$ cat src/rtl/div32_iter_pkg.sv
// div32_iter_pkg: shared width and FSM state encoding for the iterative divider.
package div32_iter_pkg;
  localparam int DIV_WIDTH = 32;
  typedef enum logic [1:0] {S_IDLE, S_CALC, S_FIX, S_DONE} state_e;
endpackage

$ cat src/rtl/div32_iter_step.sv
// div32_iter_step: one restoring-division step (shift, trial subtract, restore).
module div32_iter_step #(
  parameter int WIDTH = 32
) (
  input  logic [WIDTH:0]   rem,
  input  logic             q_msb,
  input  logic [WIDTH-1:0] divisor,
  output logic [WIDTH:0]   rem_next,
  output logic             q_bit
);
  logic [WIDTH+1:0] diff;
  logic             borrow;
  assign diff     = {rem, q_msb} - {2'b0, divisor};
  assign borrow   = diff[WIDTH+1];
  assign q_bit    = ~borrow;
  assign rem_next = borrow ? {rem[WIDTH-1:0], q_msb} : diff[WIDTH:0];
endmodule

$ cat src/rtl/div32_iter.sv
// div32_iter: multi-cycle restoring divider (DIV/DIVU) with start/busy/done handshake.
module div32_iter
  import div32_iter_pkg::*;
#(
  parameter int WIDTH = DIV_WIDTH
) (
  input  logic             clk,
  input  logic             rst_n,
  input  logic             start,
  input  logic             is_signed,
  input  logic [WIDTH-1:0] dividend,
  input  logic [WIDTH-1:0] divisor,
  input  logic             flush,
  output logic             busy,
  output logic             done,
  output logic [WIDTH-1:0] quotient,
  output logic [WIDTH-1:0] remainder,
  output logic             div_by_zero
);
  localparam int CNT_W = $clog2(WIDTH);
  state_e           state_q, state_d;
  logic [CNT_W-1:0] cnt_q, cnt_d;
  logic [WIDTH:0]   rem_q, rem_d, step_rem;
  logic [WIDTH-1:0] q_q, q_d, dvsr_q, dvsr_d, quo_q, quo_d, remo_q, remo_d;
  logic             qneg_q, qneg_d, rneg_q, rneg_d, dbz_q, dbz_d, step_q;
  logic             sd, sv;
  assign sd = is_signed & dividend[WIDTH-1];
  assign sv = is_signed & divisor[WIDTH-1];
  div32_iter_step #(.WIDTH(WIDTH)) u_step (
    .rem      (rem_q),
    .q_msb    (q_q[WIDTH-1]),
    .divisor  (dvsr_q),
    .rem_next (step_rem),
    .q_bit    (step_q)
  );
  always_comb begin
    state_d = state_q;
    cnt_d   = cnt_q;
    rem_d   = rem_q;
    q_d     = q_q;
    dvsr_d  = dvsr_q;
    qneg_d  = qneg_q;
    rneg_d  = rneg_q;
    quo_d   = quo_q;
    remo_d  = remo_q;
    dbz_d   = dbz_q;
    case (state_q)
      S_IDLE: if (start && !flush) begin
        rem_d   = '0;
        q_d     = sd ? -dividend : dividend;
        dvsr_d  = sv ? -divisor : divisor;
        qneg_d  = sd ^ sv;
        rneg_d  = sd;
        cnt_d   = CNT_W'(WIDTH - 1);
        state_d = (divisor == '0) ? S_DONE : S_CALC;
        if (divisor == '0) begin
          quo_d  = '1;
          remo_d = dividend;
          dbz_d  = 1'b1;
        end
      end
      S_CALC: if (flush) state_d = S_IDLE;
      else begin
        rem_d   = step_rem;
        q_d     = {q_q[WIDTH-2:0], step_q};
        cnt_d   = cnt_q - CNT_W'(1);
        state_d = (cnt_q == '0) ? S_FIX : S_CALC;
      end
      S_FIX: if (flush) state_d = S_IDLE;
      else begin
        quo_d   = qneg_q ? -q_q : q_q;
        remo_d  = rneg_q ? -rem_q[WIDTH-1:0] : rem_q[WIDTH-1:0];
        dbz_d   = 1'b0;
        state_d = S_DONE;
      end
      default: state_d = S_IDLE;
    endcase
  end
  always_ff @(posedge clk or negedge rst_n) begin
    if (!rst_n) begin
      state_q <= S_IDLE;
      cnt_q   <= '0;
      rem_q   <= '0;
      q_q     <= '0;
      dvsr_q  <= '0;
      qneg_q  <= 1'b0;
      rneg_q  <= 1'b0;
      quo_q   <= '0;
      remo_q  <= '0;
      dbz_q   <= 1'b0;
    end else begin
      state_q <= state_d;
      cnt_q   <= cnt_d;
      rem_q   <= rem_d;
      q_q     <= q_d;
      dvsr_q  <= dvsr_d;
      qneg_q  <= qneg_d;
      rneg_q  <= rneg_d;
      quo_q   <= quo_d;
      remo_q  <= remo_d;
      dbz_q   <= dbz_d;
    end
  end
  assign busy        = (state_q == S_CALC) || (state_q == S_FIX);
  assign done        = (state_q == S_DONE);
  assign quotient    = quo_q;
  assign remainder   = remo_q;
  assign div_by_zero = dbz_q;
endmodule

$ cat config.mk
export PLATFORM = sky130hd
export DESIGN_NAME = div32_iter
export DESIGN_NICKNAME = d
export VERILOG_FILES = /design/src/rtl/div32_iter_pkg.sv /design/src/rtl/div32_iter_step.sv /design/src/rtl/div32_iter.sv
export SDC_FILE = /design/constraint.sdc
export NUM_CORES = 1
export LEC_CHECK = 0
export CORE_AREA = 2 2 151 153
export DETAILED_ROUTE_END_ITERATION = 8
export DIE_AREA = 0 0 153 155
export HOLD_SLACK_MARGIN = 0.15
export PLACE_DENSITY_LB_ADDON = 0.08
export SYNTH_ARGS = -nofsm -noshare
export SYNTH_HDL_FRONTEND = slang
export SYNTH_HIERARCHICAL = 1
export SYNTH_SLANG_ARGS = --single-unit
$ cat constraint.sdc
create_clock -name clk -period 4.6 [get_ports clk]
set_clock_uncertainty 0.05 [all_clocks]
set_input_delay 0.92 -clock clk [delete_from_list [all_inputs] [get_ports clk]]
set_output_delay 0.92 -clock clk [all_outputs]
set_load 0.01 [all_outputs]
==> results.toml <==
[synthesis]
syn_inst = 1367
synth_fp_nets = 1478
async_flop_share_pct = 100
synth.distinct_cells = 71
yosysWarnings = 6
ys.flop_type = "dfrtp_1"
ys_seq_elements = 171
syn-mean-instance-area_sq_um = 8.73
synth_edf_count = 0
syn_area_sq_um = 11900
ys_seq_area_share_pct = 35.9

[setup_path]
r2r_slack_ps = 800
worst-path-max-fanout = 39
critPathLaunchType = "flip-flop"
cp.arrival_ps = 4080
reg2reg_depth = 11
worstSetupEndpoint = "rem_q[8]"
required_ps = 4880
crit_start = "rem_q[7]"
r2r_end = "rem_q[8]"
path_class = "flip-flop to flip-flop"
reg2reg_from = "rem_q[7]"
crit_path_end_kind = "flip-flop"

[power_and_ir_drop]
ir_worst_vdd_uv = 413
powerDensity_nw_per_um2 = 678
p_total_w = 0.00957
p_leak_nw = 6.11

[placed_design]
hpwlAfterDp_mm = 22.3
gp_congestion = 0.879
post_dp_cell_area_sq_um = 13500
io_buffer_count = 135

[floorplanning]
std_cell_rows = 55
core_area_sq_um = 22200
initial_core_util_pct = 53.7
die_height_um = 155
die_area_sq_um = 23700
boundaryPins = 136
fp.dieW_um = 153

[timing]
setup_violations = 0
hold_viol_final = 0
finalWorstPathRequiredPeriod_ps = 3800
rsz0062_at_grt = "no"
fmax_ghz = 0.263
period_share_pct = 82.7
slew_violations = 0
worst_pin_slew_ps = 1120
relSlewSlack_pct = 25.2
fin_tns_setup_ps = 0

[cts]
cts_root_buffer = "clkbuf_16"
cts.clk_slew.worst_paths_ps = 70
cts_buffers = 17
htreeDepth = 4
clock_latency_ps = 440
cts_hold_buf = 0
cts_setup_buffers = 0
cts_tree = "done"
cts_buffer_depth = 2
clock-sinks = 171
cts-resized-gates = 0

[grt]
grt_use_total_pct = 25.5
antenna_found_initial = 0
overflow = 0
grt_pass1_wl_mm = 49.5
grt_max_degree = 114
grt_pass1_vias = 9712

[final_layout]
fin_nets = 1570
drive_gt1_share_pct = 6.32
antenna_cells = 0
area.growth.synth_to_final_pct = 18.3
finish.instance_area_sq_um = 14100
most-common-layout-cells = "dfrtp_1, nand2_1, clkdlybuf4s50_1, o21ai_0, nor2_1"
final_common_cell = "dfrtp_1"

[min_path]
holdCritPathClass = "primary input to asynchronous set/reset pin"

[drt]
via_count = 10189
drt_pass1_iterations = 5
detail-route-antenna-nets = 0
wirelength_mm = 29.9
drt-wirelength-per-cell_um = 17.0
via_per_inst = 5.80
drtIter0Drc = 534
route.detailed.drc = 0

[flow_run]
maxCapViolations = 0

[outcome]
status = "finished, final reports clean"
-- final cells by class --
type	instances	area [sq um]
clock inverters	15	171
well taps	285	357
clock buffers	17	425
flip-flops and latches	171	4280
inverters	56	210
multi-input cells	1061	7170
fillers	1987	8110
repair buffers	152	1510
-- synth_stat cells (all sizes together) (5+ instances only) --
master / n / area share, %
nand4: 10 / 0.52
nand2b: 10 / 0.52
and2: 5 / 0.26
o21a: 5 / 0.31
mux2: 24 / 2.3
clkbuf: 59 / 1.9
nor4: 14 / 0.73
o22a: 6 / 0.44
ha: 41 / 4.3
xnor2: 65 / 4.8
nand3: 16 / 0.67
o41ai: 16 / 1.3
buf: 20 / 0.99
nor3b: 5 / 0.31
or3: 17 / 0.98
a21oi: 72 / 3.0
mux2i: 34 / 2.9
a31oi: 39 / 2.0
nor2: 94 / 3.0
nor3: 24 / 1.1
and3: 11 / 0.62
inv: 56 / 1.8
o21ai: 132 / 5.5
nand2: 147 / 4.6
a211oi: 14 / 1.2
xor2: 77 / 5.7
a22o: 30 / 2.2
o31ai: 41 / 2.9
dfrtp: 171 / 36
or4: 15 / 1.2
a31o: 5 / 0.37
a21o: 33 / 2.1
nor2b: 15 / 0.79
o211ai: 9 / 0.57
-- worst min-delay path by stage --
stage | start | end | slack [ps]
2_1_floorplan | dvsr_q[10] | dvsr_q[10] | 400
3_3_place_gp | remainder[5] | remainder[5] | 410
3_5_place_dp | remainder[5] | remainder[5] | 410
4_1_cts | rst_n | quotient[4] | 400
5_1_grt | rst_n | quotient[4] | 420
6_report | rst_n | quotient[6] | 380
-- stage by stage --
stage | setup slack [ps] | std cells | utilization, % | hold slack, ps
final | 798 | 1757 | 63.5 | 382
after global routing | 544 | 1757 | 63.5 | 416
after CTS | 789 | 1757 | 63.5 | 399
after detailed placement | 660 | 1725 | 60.8 | 413
after global placement | 751 | 1725 | 60.8 | 409
after floorplan | 1410 | 1367 | - | 400
-- sequential cells by signal, indices dropped and copies added (netlist names) --
name and count:
rem_q 33, dvsr_q 32, div_by_zero 1, q_q 32
state_q 2, rneg_q 1, quotient 32, remainder 32
cnt_q 5, qneg_q 1
-- per-layer routing --
layer / share of wire (%) / global-route usage [%] / wire length (um) / up-vias
met5: 0 / 0 / 0 / -
li1: - / - / - / 5131
met4: 2.0 / 8.47 / 586 / 0
met2: 48 / 43.6 / 14500 / 273
met1: 46 / 33.6 / 13600 / 4750
met3: 3.9 / 3.68 / 1170 / 35
-- worst max-delay path, stage by stage, from the launching register on --
cell and delay, ps:
dfrtp_1 480, ha_1 450, and3_1 200, or3b_1 360, a211oi_2 360, o31ai_1 130, and3_4 230, o31ai_4 250
xor2_4 150, buf_4 420, mux2_1 370, a22o_1 210
-- report_power, final --
part | switching [W] | total, W | internal, W | leakage (nW)
logic | 0.00290 | 0.00544 | 0.00254 | 3.60
registers | 0.000679 | 0.00268 | 0.00200 | 2.22
clock network | 0.000712 | 0.00145 | 0.000735 | 0.294
total | 0.00429 | 0.00957 | 0.00528 | 6.11
-- cell families after synthesis --
kind of cell | Yosys count | synth area share [%]
compound gates | 424 | 23.5
simple gates | 395 | 16.1
flops | 171 | 35.9
xor+xnor | 142 | 10.4
buf+inv | 135 | 4.60
mux | 58 | 5.12
fa+ha+maj | 42 | 4.47
Power figures use the tool's default switching activity.
